$ cat src/rtl/vme_mem_master.sv
// vme_mem_master: single-outstanding command/response bridge to a VME-style strobe/done memory bus
// with a per-access wait timeout and a saturating timeout counter.
module vme_mem_master #(
  parameter int ADDR_WIDTH = 8,
  parameter int TIMEOUT    = 255
) (
  input  logic                  Clk,
  input  logic                  Rst_n,
  input  logic                  CmdValid,
  output logic                  CmdReady,
  input  logic                  CmdWrite,
  input  logic [ADDR_WIDTH-1:0] CmdAddr,
  input  logic [31:0]           CmdWrData,
  output logic                  RspValid,
  input  logic                  RspReady,
  output logic [31:0]           RspRdData,
  output logic                  RspError,
  output logic [ADDR_WIDTH-1:0] VMEAddr,
  output logic [31:0]           VMEWrData,
  output logic                  VMERdMem,
  output logic                  VMEWrMem,
  input  logic [31:0]           VMERdData,
  input  logic                  VMERdDone,
  input  logic                  VMEWrDone,
  output logic [7:0]            TimeoutCnt
);
  localparam int CW = $clog2(TIMEOUT + 1);
  typedef enum logic [1:0] {IDLE, WAIT, RESP} state_t;
  state_t        r_state;
  logic          r_write;
  logic [CW-1:0] r_cnt;
  logic          w_done;
  logic          w_tmo;
  assign w_done = r_write ? VMEWrDone : VMERdDone;
  // r_cnt is 0 during the first WAIT cycle, so TIMEOUT-1 marks the last allowed one
  assign w_tmo  = r_cnt == CW'(TIMEOUT - 1);
  always_ff @(posedge Clk or negedge Rst_n) begin
    if (!Rst_n) begin
      r_state    <= IDLE;
      r_write    <= 1'b0;
      r_cnt      <= '0;
      CmdReady   <= 1'b0;
      RspValid   <= 1'b0;
      RspRdData  <= '0;
      RspError   <= 1'b0;
      VMEAddr    <= '0;
      VMEWrData  <= '0;
      VMERdMem   <= 1'b0;
      VMEWrMem   <= 1'b0;
      TimeoutCnt <= '0;
    end else begin
      case (r_state)
        IDLE: begin
          if (CmdValid && CmdReady) begin
            r_state   <= WAIT;
            CmdReady  <= 1'b0;
            r_write   <= CmdWrite;
            r_cnt     <= '0;
            VMEAddr   <= CmdAddr;
            VMEWrData <= CmdWrData;
            VMEWrMem  <= CmdWrite;
            VMERdMem  <= !CmdWrite;
          end else begin
            CmdReady  <= 1'b1;
          end
        end
        WAIT: begin
          VMEWrMem <= 1'b0;
          VMERdMem <= 1'b0;
          r_cnt    <= r_cnt + 1'b1;
          // a matching Done beats a coincident timeout
          if (w_done) begin
            r_state   <= RESP;
            RspValid  <= 1'b1;
            RspError  <= 1'b0;
            RspRdData <= r_write ? 32'h0 : VMERdData;
          end else if (w_tmo) begin
            r_state    <= RESP;
            RspValid   <= 1'b1;
            RspError   <= 1'b1;
            RspRdData  <= 32'h0;
            TimeoutCnt <= (TimeoutCnt == 8'hFF) ? TimeoutCnt : TimeoutCnt + 1'b1;
          end
        end
        RESP: begin
          if (RspReady) begin
            r_state  <= IDLE;
            RspValid <= 1'b0;
            CmdReady <= 1'b1;
          end
        end
        default: r_state <= IDLE;
      endcase
    end
  end
endmodule

$ cat config.mk
export PLATFORM = sky130hd
export DESIGN_NAME = vme_mem_master
export DESIGN_NICKNAME = d
export VERILOG_FILES = /design/src/rtl/vme_mem_master.sv
export SDC_FILE = /design/constraint.sdc
export NUM_CORES = 1
export LEC_CHECK = 0
export BUFFER_PORTS_ARGS = -buffer_cell sky130_fd_sc_hd__buf_2
export CORE_MARGIN = 1
export CORE_UTILIZATION = 48
export DETAILED_ROUTE_END_ITERATION = 8
export HOLD_SLACK_MARGIN = 0.12
export PLACE_DENSITY = 0.8
export SLEW_MARGIN = 20
export SYNTH_ARGS = -nofsm -noshare
export SYNTH_HDL_FRONTEND = slang
export SYNTH_SLANG_ARGS = --single-unit
$ cat constraint.sdc
create_clock -name Clk -period 2.9 [get_ports Clk]
set_input_delay 0.145 -clock Clk [delete_from_list [all_inputs] [get_ports Clk]]
set_output_delay 0.145 -clock Clk [all_outputs]
set_load 0.01 [all_outputs]
# Word-level counts from Yosys, hierarchy flattened
# Index checks and enable logic that the tools add are counted.
[totals]
output_inout_bits = 85
ff_bits = 96
input_bits = 79
wordCells = 60
[classes]
reduce_logical = 14
muxes = 23
eq_ne = 7
n_addsub = 2
bitwise_logic = 2
[op_table]
columns = ["op", "n"]
rows = [
  ["32-bit two-way mux", 3],
  ["8-bit by 1-bit adder with 8-bit output (second input constant)", 2],
  ["8-bit equality test (second input constant)", 2],
  ["8-bit one-hot mux with 2 select lines", 1],
  ["1-bit two-way mux", 9],
  ["2-bit two-way mux", 4],
  ["8-bit two-way mux", 1],
  ["1-bit one-hot mux with 2 select lines", 4],
  ["2-bit AND reduction", 4],
  ["2-bit nonzero test", 4],
  ["2-bit one-hot mux with 3 select lines", 1],
  ["3-bit AND reduction", 2],
  ["2-bit inequality test (second input constant)", 2],
  ["4-bit AND reduction", 1],
  ["3-bit inequality test (second input constant)", 1],
  ["2-bit by 1-bit equality test with 1-bit output (second input constant)", 1],
  ["2-bit equality test (second input constant)", 1],
  ["2-bit logical NOT", 1],
  ["1-bit inverter", 2],
  ["1-bit logical AND", 1],
  ["1-bit logical NOT", 1],
]

# Depth between registers and ports, before layout
# Gate-level depths: netlist of the first run.
[logic_depth]
ltp_word = 4
ltp_mapped = 7
depth_no_buf = 6

# Least setup slack after synthesis of the first run
# Ideal clock, no wire load.
[synth_timing]
kind = "register to register"
startpoint = "reg r_state[1]"
endpoint = "reg TimeoutCnt[5]"
t_arrival_ps = 1970
setup_ps = 126
t_required_ps = 2774
stages_incl_launch_ff = 7
path_slack_ps = 804
period_less_slack_ps = 2096
n_path_buf = 2
cell_sequence = "dfrtp_1 nand2b_1 buf_6 or4_1 buf_2 or4_1 xnor2_1"
[synth_between]
elab_chain_len = 2
[synth_rtl]
columns = ["element", "line_no", "text"]
rows = [
  ["start: declaration", "29", "state_t r_state;"],
  ["start signal: assignment", "39", "r_state <= IDLE;"],
  ["start signal: assignment", "55", "r_state <= WAIT;"],
  ["start signal: assignment", "73", "r_state <= RESP;"],
  ["2-bit by 1-bit equality test with 1-bit output", "52", "case (r_state)"],
  ["4-bit AND reduction (no source line)", "n/a", ""],
  ["end signal: assignment", "82", "TimeoutCnt <= (TimeoutCnt == 8'hFF) ? TimeoutCnt : TimeoutCnt + 1'b1;"],
  ["end: declaration", "25", "output logic [7:0] TimeoutCnt"],
]
# Every way passes these cells.
# A chain may end at the register's enable or synchronous reset.

# Worst setup path in the final report of the first run
# Ends and elaborated chain as after synthesis.

==> metrics.txt, run 1 <==
status finished clean; pin count of the biggest net entering global routing 41; DRC viols 0; Ports 164; Core Region 0.00777 mm²; Synth top area share 61.7%; first-pass GRT wire length 18100 µm; Detailed Routing Iterations Pass 1 5; number of global-route vias before repair 3877; Die H 92.0 µm; Cell variety after synth 33; area of the multi-input gates 0.00127 mm²; Hold WC Path Type primary input to register; register area share after synthesis 61.7%; CP endpoint kind register; Min-Delay Startpoint VMEWrDone; Fin Setup TNS 0 ns; Power Dens Cells 872 mW/mm²; fmax 0.443 GHz; crit-path cells nand2b_1 -> or4_1 -> or4_1 -> xnor2_1; ys async rst share 100%; synth top area cells dfrtp_1, nand2_1, o21ai_0, nand3_1, inv_1; chip width 92.0 µm; Reg area 0.00240 mm²; Pleak 3.05 nW; Worst-Margin Slew 0.575 ns; CP max FO 9; die area 0.00847 mm²; Starting Density 50.1%; postcts setup bufs 0; Port Buffers 163; Nets 733; synth warn 0; Root Driver clkbuf_8; RSZ-0062 raised after global routing no; slew margin rel. 61.3%; TritonCTS clock tree yes; via count 3757; Sink Count 96; Max Cap Viol 0; Worst-path clk slew 0.10 ns; CP delay by family, top simple AND/OR/NAND/NOR gates; Top FF cell, synth dfrtp_1; maximum VDD drop 0.472 mV; cts bufs inserted 9; number of synthesized flops with an enable pin 0; Critical Path RT 3.14 ns; final hold viol count 0; grt total ovfl 0; most common cell in the netlist nand2_1; Mapped Cells 418; Longest Clk Path Bufs 2; First DRT Iteration DRCs 181; post-synthesis net count 500; wire per inst 14.6 µm; Finished Layout Cells 758; total global-route track usage 27.6%; skew final 0.0139 ns; max incr delay on CP 0.70 ns; H-tree Lvls 3; Setup-failing EPs final 0; RePlAce Congestion 0.808; synth cell count leaders nand2_1, dfrtp_1, o21ai_0; cell mode on critical path or4_1; largest area contributor in the netlist dfrtp_1; crit path from r_state[1]; Antenna diodes 0; Placed Cells 667; Data arrival, critical path 2.50 ns; WP buf/inv 0; Routed Antenna Nets 0; antenna violations before repair 0; Tcrit/Tclk final 77.8%; Worst Setup Start Kind register; Slew Limit Fails 0; Area Growth Syn to Fin 47.9%; RR Startpoint r_state[1]; Routed Wire Length 11100 µm; hpwl dp 6500 µm; Cell Rows 32; Mapped Area 0.00389 mm²; Avg Cell Area, Syn 9.31 µm²; Crit Path Class register to register; minimum clock period 2.26 ns; critical path's slowest cell or4_1; drt via density 4.96; fill cell count 540; layout cells sized above 1 29.4%; clock insertion delay at the later pin of the skew report 0.35 ns; #FFs+latches synth 96
==> worst paths after layout <==
check | end | slack [ns] | depth (start not counted)
worst max-delay path | TimeoutCnt[5] | 0.64 | 4
worst min-delay path | r_state[0] | 0.19 | 3
worst max register to register | TimeoutCnt[5] | 0.64 | 4
worst min register to register | VMEWrData[7] | 0.48 | 2
max in group asynchronous | VMEWrData[17] | 1.80 | 3
min in group asynchronous | VMEAddr[7] | 0.29 | 2
==> cells by family after synthesis <==
group                    share of synthesized area [%]
buffers and inverters                             5.82
flip-flops                                        61.7
adder cells (fa/ha/maj)                          0.965
AO/OA/AOI/OAI                                     8.14
AND/OR/NAND/NOR                                   21.6
XOR/XNOR                                          1.13
multiplexers                                     0.579
==> state kept, by name, summed over array words and instances (netlist names) <==
register    cells
TimeoutCnt      8
VMERdMem        1
r_state         2
VMEWrData      32
VMEAddr         8
RspError        1
VMEWrMem        1
r_write         1
r_cnt           8
RspRdData      32
CmdReady        1
RspValid        1
==> per-stage QoR <==
stage	utilization, %	setup slack (ns)	power, mW	cell area [µm²]	hold WS [ns]
after floorplan	-	0.804	3.22	3890	-0.151
after global placement	61.8	0.737	3.93	4800	0.140
after detailed placement	61.8	0.640	4.02	4800	0.155
after CTS	74.1	0.638	4.99	5760	0.165
after global routing	74.1	0.549	5.37	5760	0.193
final	74.1	0.644	5.02	5760	0.187
==> worst register-to-register path: stages (launching register included) <==
cell and delay (ns):
dfrtp_1 0.43, nand2b_1 0.30, or4_1 0.70, or4_1 0.59, xnor2_1 0.15
==> cell type report <==
cell class / instances / share of cell area, %
inverter: 35 / 2.28
clock inverter: 6 / 1.13
timing repair buffer: 245 / 28.2
multi-input combinational: 264 / 22.1
sequential: 96 / 41.7
tap: 102 / 2.22
clock buffer: 10 / 2.39
==> metal layers <==
| metal | share of wire, % | vias to the layer above | GRT usage, % |
|---|---|---|---|
| met1 | 40 | 1772 | 33.7 |
| met5 | 0 | - | 0 |
| met4 | 2.4 | 0 | 10.5 |
| met3 | 5.4 | 28 | 4.89 |
| met2 | 52 | 148 | 48.8 |
| li1 | - | 1809 | - |
==> where the power goes <==
part	total, mW	switching (mW)	internal [mW]
sequential	2.17	0.309	1.86
clock	0.892	0.466	0.426
combinational	1.96	1.19	0.766
==> what timing repair did <==
| item | CTS | global route |
|---|---|---|
| setup endpoints to repair | 0 | 0 |
| gates resized for setup | 0 | 0 |
| hold buffers | 75 | 0 |
| hold endpoints to repair | 114 | 0 |
==> cell usage in the layout, fill, tap and decap left out, drive strengths merged, types with 2 or more instances in the layout <==
cell type    Yosys  routed
nor2             8       8
inv             35      37
or4              2       2
clkinv           0       2
o21ai           41      41
mux2             2       2
ha               3       3
nand2          132     132
xor2             4       4
dfrtp           96      96
a31oi            3       3
nor4             2       2
dlygate4sd3      0      75
nand4            4       4
a21oi            3       3
nor3             3       3
o31ai            3       3
nor2b            2       2
buf              4     170
nand3           39      39
o211ai           2       2
clkbuf          19      10
(Power assumes the default switching activity.)
==> inputs of run 2 (changes only) <==
- CORE_UTILIZATION: 48 -> 43
- PLACE_DENSITY: 0.8 -> 0.76
- clock period: 2.9 -> 2 ns (I/O delays scaled with it)
==> metrics.txt, run 2 (same netlist as run 1, synthesis figures left out) <==
antenna violations before repair 0 (unchanged); Detailed Routing Iterations Pass 1 4 (-1); layout cells sized above 1 31.3% (+1.9 points); hold path cells 4 (+1); Cell Rows 34 (+6.3%); Hold WC Path Type primary input to register; total global-route track usage 24.0% (-3.6 points); die area 0.00943 mm² (+11%); RePlAce Congestion 0.789 (-2.4%); FF-to-FF path depth 6 (+2); r2r endpoint TimeoutCnt[5]; commonest non-fill, non-tap cells in the layout buf_2, nand2_1, dfrtp_1; Worst-path clk slew 0.09 ns (about the same); fmax 0.519 GHz (+17%); Sink Count 96 (unchanged); Longest Clk Path Bufs 2 (unchanged); max incr delay on CP 0.51 ns (-0.19 ns); first-pass GRT wire length 18400 µm (+1.4%); Worst Setup Start Kind register; CP max FO 4 (-5); Starting Density 44.6% (-5.5 points); Slew Limit Fails 0 (unchanged); Crit Path Class register to register; Root Driver clkbuf_8; Hold EP r_state[0]; hpwl dp 6600 µm (+1.6%); skew final 0.0199 ns (+0.00597 ns); cts bufs inserted 9 (unchanged); Min-Delay Startpoint VMEWrDone; setup slack, reg-to-reg 0.07 ns (-0.57 ns); H-tree Lvls 3 (unchanged); crit path from r_cnt[0]; Data arrival, critical path 2.18 ns (-0.32 ns); cell mode on critical path or4_4; Power Dens Cells 1240 mW/mm² (+43%); final hold viol count 0 (unchanged); TritonCTS clock tree yes; Pleak 3.10 nW (+1.8%); RR Startpoint r_cnt[0]; Routed Antenna Nets 0 (unchanged); slew margin rel. 58.6% (-2.7 points); drt via density 4.89 (-1.3%); grt total ovfl 0 (unchanged); DRC viols 0 (unchanged); CP delay by family, top simple AND/OR/NAND/NOR gates; fill cell count 666 (+23%); Routed Wire Length 10800 µm (-2.7%); CP endpoint kind register; maximum VDD drop 0.693 mV (+47%); chip width 97.1 µm (+5.5%); Setup-failing EPs final 0 (unchanged); wire per inst 13.9 µm (-4.9%); dpl ws 0.0312 ns (-0.609 ns); Worst-Margin Slew 0.621 ns (+0.0458 ns); Max Cap Viol 0 (unchanged); top flop regs RspRdData x32, VMEWrData x32; critical path's slowest cell or4_4; pin count of the biggest net entering global routing 50 (+22%); crit-path cells inv_1 -> ha_1 -> nand3_2 -> or4_4 -> or4_4 -> xnor2_1; Area Growth Syn to Fin 51.5%; status finished clean; clock insertion delay at the later pin of the skew report 0.36 ns (about the same); Antenna diodes 0 (unchanged); number of global-route vias before repair 3987 (+2.8%); total power 7.33 mW (+46%); most common cell after layout, fill and taps aside buf_2; Port Buffers 163 (unchanged); Die H 97.1 µm (+5.5%); Nets 745 (+1.6%); minimum clock period 1.93 ns (-0.330 ns); Worst Slack Setup Final 0.0743 ns (-0.570 ns); Critical Path RT 2.25 ns (-0.89 ns); First DRT Iteration DRCs 225 (+24%); via count 3792 (+0.93%); WP buf/inv 1 (+1); Core Region 0.00872 mm² (+12%); Tcrit/Tclk final 96.3% (+18 points); Ports 164 (unchanged)
## run 2: changes by cell type in the layout (fill, tap and decap cells not counted), moves of 2 or more
cell        change
buf_12          +2
buf_4          +10
clkinv_2        -2
clkinvlp_4      +3
or4_1           -2
or4_4           +2
## run 2: how the worst max path moves through the flow
stage	cells after the start	end	slack, ns
after floorplan	6	TimeoutCnt[5]	-0.03
after global placement	6	TimeoutCnt[5]	0.05
after detailed placement	6	TimeoutCnt[5]	0.03
after CTS	6	TimeoutCnt[5]	0.02
after global routing	7	TimeoutCnt[7]	-0.05
final	6	TimeoutCnt[5]	0.07
## run 2: worst reg2reg max path: cells and delay by family, from the launching register on
kind	cells	cell delay, ns
DFF	1	0.39
buffers and inverters	1	0.06
adders and majority gates	1	0.16
and+or+nand+nor	3	1.09
xor gates and xnor gates	1	0.13
## run 2: metal layers
layer	global-route usage [%]	wire length (µm)
met1	28.8	4460
met3	6.47	736
met2	41.8	5350
met5	0	0
met4	7.69	237
## run 2: stage by stage
step	utilization [%]	TNS (ns)	hold slack, ns	instances	area (µm²)
after detailed placement	56.6	0	0.155	685	4930
after floorplan	-	-0.0306	-0.196	418	3900
after global placement	56.6	0	0.159	685	4930
after global routing	67.6	-0.0594	0.192	775	5890
final	67.6	0	0.189	775	5890
after CTS	67.4	0	0.173	775	5880
## run 2: layout make-up
| cell class | instances | area, µm² | share of cell area (%) |
|---|---|---|---|
| timing repair buffer | 257 | 1740 | 29.5 |
| tap | 108 | 135 | 2.29 |
| clock inverter | 6 | 68.8 | 1.17 |
| sequential | 96 | 2400 | 40.8 |
| inverter | 35 | 131 | 2.23 |
| multi-input combinational | 264 | 1300 | 22.0 |
| clock buffer | 9 | 124 | 2.10 |
## run 2: power breakdown
part,switching [mW],internal [mW]
combinational,1.75,1.22
sequential,0.409,2.70
clock,0.679,0.575
total,2.84,4.49
## run 2: repair_timing
item | in CTS | in global routing
resized for setup | 0 | 5
endpoints found under the setup margin | 0 | 5
hold buffers | 75 | 0
setup buffers | 0 | 0
endpoints found under the hold margin | 124 | 0
==> inputs of run 3 (changes only) <==
--- a/config.mk
+++ b/config.mk
@@ -11,5 +11,5 @@
 export DETAILED_ROUTE_END_ITERATION = 8
 export HOLD_SLACK_MARGIN = 0.12
-export PLACE_DENSITY = 0.76
+export PLACE_DENSITY = 0.77
 export SLEW_MARGIN = 20
 export SYNTH_ARGS = -nofsm -noshare
==> constraint.sdc (replaced) <==
create_clock -name Clk -period 2 [get_ports Clk]
set_input_delay 0.1 -clock Clk [delete_from_list [all_inputs] [get_ports Clk]]
set_output_delay 0.1 -clock Clk [all_outputs]
set_load 0.02 [all_outputs]
==> metrics.txt, run 3 (same netlist as run 1, synthesis figures left out) <==
status finished clean; pin count of the biggest net entering global routing 42 (-16%); Power Dens Cells 1350 mW/mm² (+8.9%); Port Buffers 163 (unchanged); commonest non-fill, non-tap cells in the layout buf_2, nand2_1, dfrtp_1; fmax 0.509 GHz (-2.0%); total power 8.04 mW (+9.7%); Slew Limit Fails 0 (unchanged); H-tree Lvls 3 (unchanged); Setup-failing EPs final 0 (unchanged); drt via density 4.93 (+0.67%); CP endpoint kind register; Nets 749 (+0.54%); Worst-path clk slew 0.09 ns (about the same); Antenna diodes 0 (unchanged); Pleak 3.13 nW (+1.0%); layout cells sized above 1 31.7% (+0.36 points); Worst Slack Setup Final 0.0340 ns (-0.0402 ns); final hold viol count 0 (unchanged); TritonCTS clock tree yes; top flop regs RspRdData x32, VMEWrData x32; maximum VDD drop 0.857 mV (+24%); Routed Antenna Nets 0 (unchanged); number of global-route vias before repair 3997 (+0.25%); slew margin rel. 66.6% (+8.0 points); dpl ws 0.0110 ns (-0.0201 ns); skew final 0.0136 ns (-0.00626 ns); Die H 97.1 µm (unchanged); Core Region 0.00872 mm² (unchanged); Post-DP Area 0.00493 mm² (about the same); hpwl dp 6640 µm (+0.59%); Critical Path RT 2.24 ns (about the same); Starting Density 44.6% (unchanged); CP max FO 4 (unchanged); RSZ-0062 raised after global routing yes; Worst Setup Start Kind register; Max Cap Viol 0 (unchanged); most common cell after layout, fill and taps aside buf_2; via count 3842 (+1.3%); Post-Layout Inst Area 0.00594 mm² (+0.74%); antenna violations before repair 0 (unchanged); total global-route track usage 24.3% (+0.29 points); Finished Layout Cells 780 (+0.65%); chip width 97.1 µm (unchanged); Routed Wire Length 11200 µm (+3.8%); RePlAce Congestion 0.768 (-2.7%); Longest Clk Path Bufs 2 (unchanged); Detailed Routing Iterations Pass 1 4 (unchanged); wire per inst 14.3 µm (+3.1%); Ports 164 (unchanged); Tcrit/Tclk final 98.3% (+2.0 points); grt total ovfl 0 (unchanged); Hold WC Path Type primary input to register; First DRT Iteration DRCs 210 (-6.7%); DRC viols 0 (unchanged); Sink Count 96 (unchanged); Data arrival, critical path 2.21 ns (+0.03 ns); Crit Path Class register to register; clock insertion delay at the later pin of the skew report 0.35 ns (about the same); first-pass GRT wire length 18500 µm (+0.75%); Worst-Margin Slew 0.501 ns (-0.120 ns); cts bufs inserted 9 (unchanged); die area 0.00943 mm² (unchanged); Placed Cells 688 (+0.44%); Cell Rows 34 (unchanged); minimum clock period 1.97 ns (+0.0402 ns); Area Growth Syn to Fin 52.6%; Root Driver clkbuf_8; Post-Route Utilization 68.1% (+0.50 points)
-- run 3: cell types whose count changed in the layout (fill, tap and decap cells not counted), sizes merged --
cell / before / now
clkbuf: 9 / 10
bufinv: 1 / 2
clkinvlp: 4 / 3
buf: 182 / 186
-- run 3: layer usage --
layer / GRT usage (%) / vias to the layer above / share of wire, %
li1: - / 1844 / -
met4: 10.4 / 0 / 2.6
met5: 0 / - / 0
met1: 28.9 / 1804 / 41
met3: 5.32 / 27 / 6.7
met2: 42.3 / 167 / 50
-- run 3: timing repair --
item / 4_1_cts / 5_1_grt
hold endpoints to repair: 116 / 0
pin swaps: 0 / 2
hold buffers: 75 / 0
setup buffers: 0 / 1
cloned: 0 / 0
resized for setup: 1 / 6
setup endpoints to repair: 1 / 4
-- run 3: layout make-up --
| cell class | instances | area, µm² |
|---|---|---|
| clock buffer | 10 | 128 |
| clock inverter | 6 | 91.3 |
| fill | 647 | 2780 |
| inverter | 35 | 131 |
| multi-input combinational | 264 | 1310 |
| sequential | 96 | 2400 |
| tap | 108 | 135 |
| timing repair buffer | 261 | 1740 |
-- run 3: report_power, final --
group	switching (mW)	leakage, nW	total, mW	internal (mW)
clock network	0.681	0.0991	1.39	0.710
registers	0.431	1.21	3.13	2.70
logic	2.29	1.82	3.52	1.23
-- run 3: worst paths after layout --
path	startpoint	endpoint	slack (ns)	cells past startpoint
max	r_write	TimeoutCnt[5]	0.03	4
min	CmdValid	r_state[0]	0.16	3
max reg2reg	r_write	TimeoutCnt[5]	0.03	4
min reg2reg	VMEWrData[6]	VMEWrData[6]	0.48	2
max in group asynchronous	Rst_n	TimeoutCnt[3]	1.00	3
min in group asynchronous	Rst_n	VMEWrData[9]	0.24	2
-- run 3: critical path, stage by stage, from the launching register on --
cell	delay [ns]
dfrtp_1	0.40
mux2_4	0.31
or4_4	0.52
or4_4	0.50
xnor2_1	0.13
-- run 3: stage by stage --
| stage | TNS [ns] | hold slack, ns |
|---|---|---|
| floorplan | -0.0351 | -0.196 |
| global placement | 0 | 0.0949 |
| detailed placement | 0 | 0.104 |
| CTS | 0 | 0.152 |
| global route | -0.00640 | 0.178 |
| finish | 0 | 0.158 |
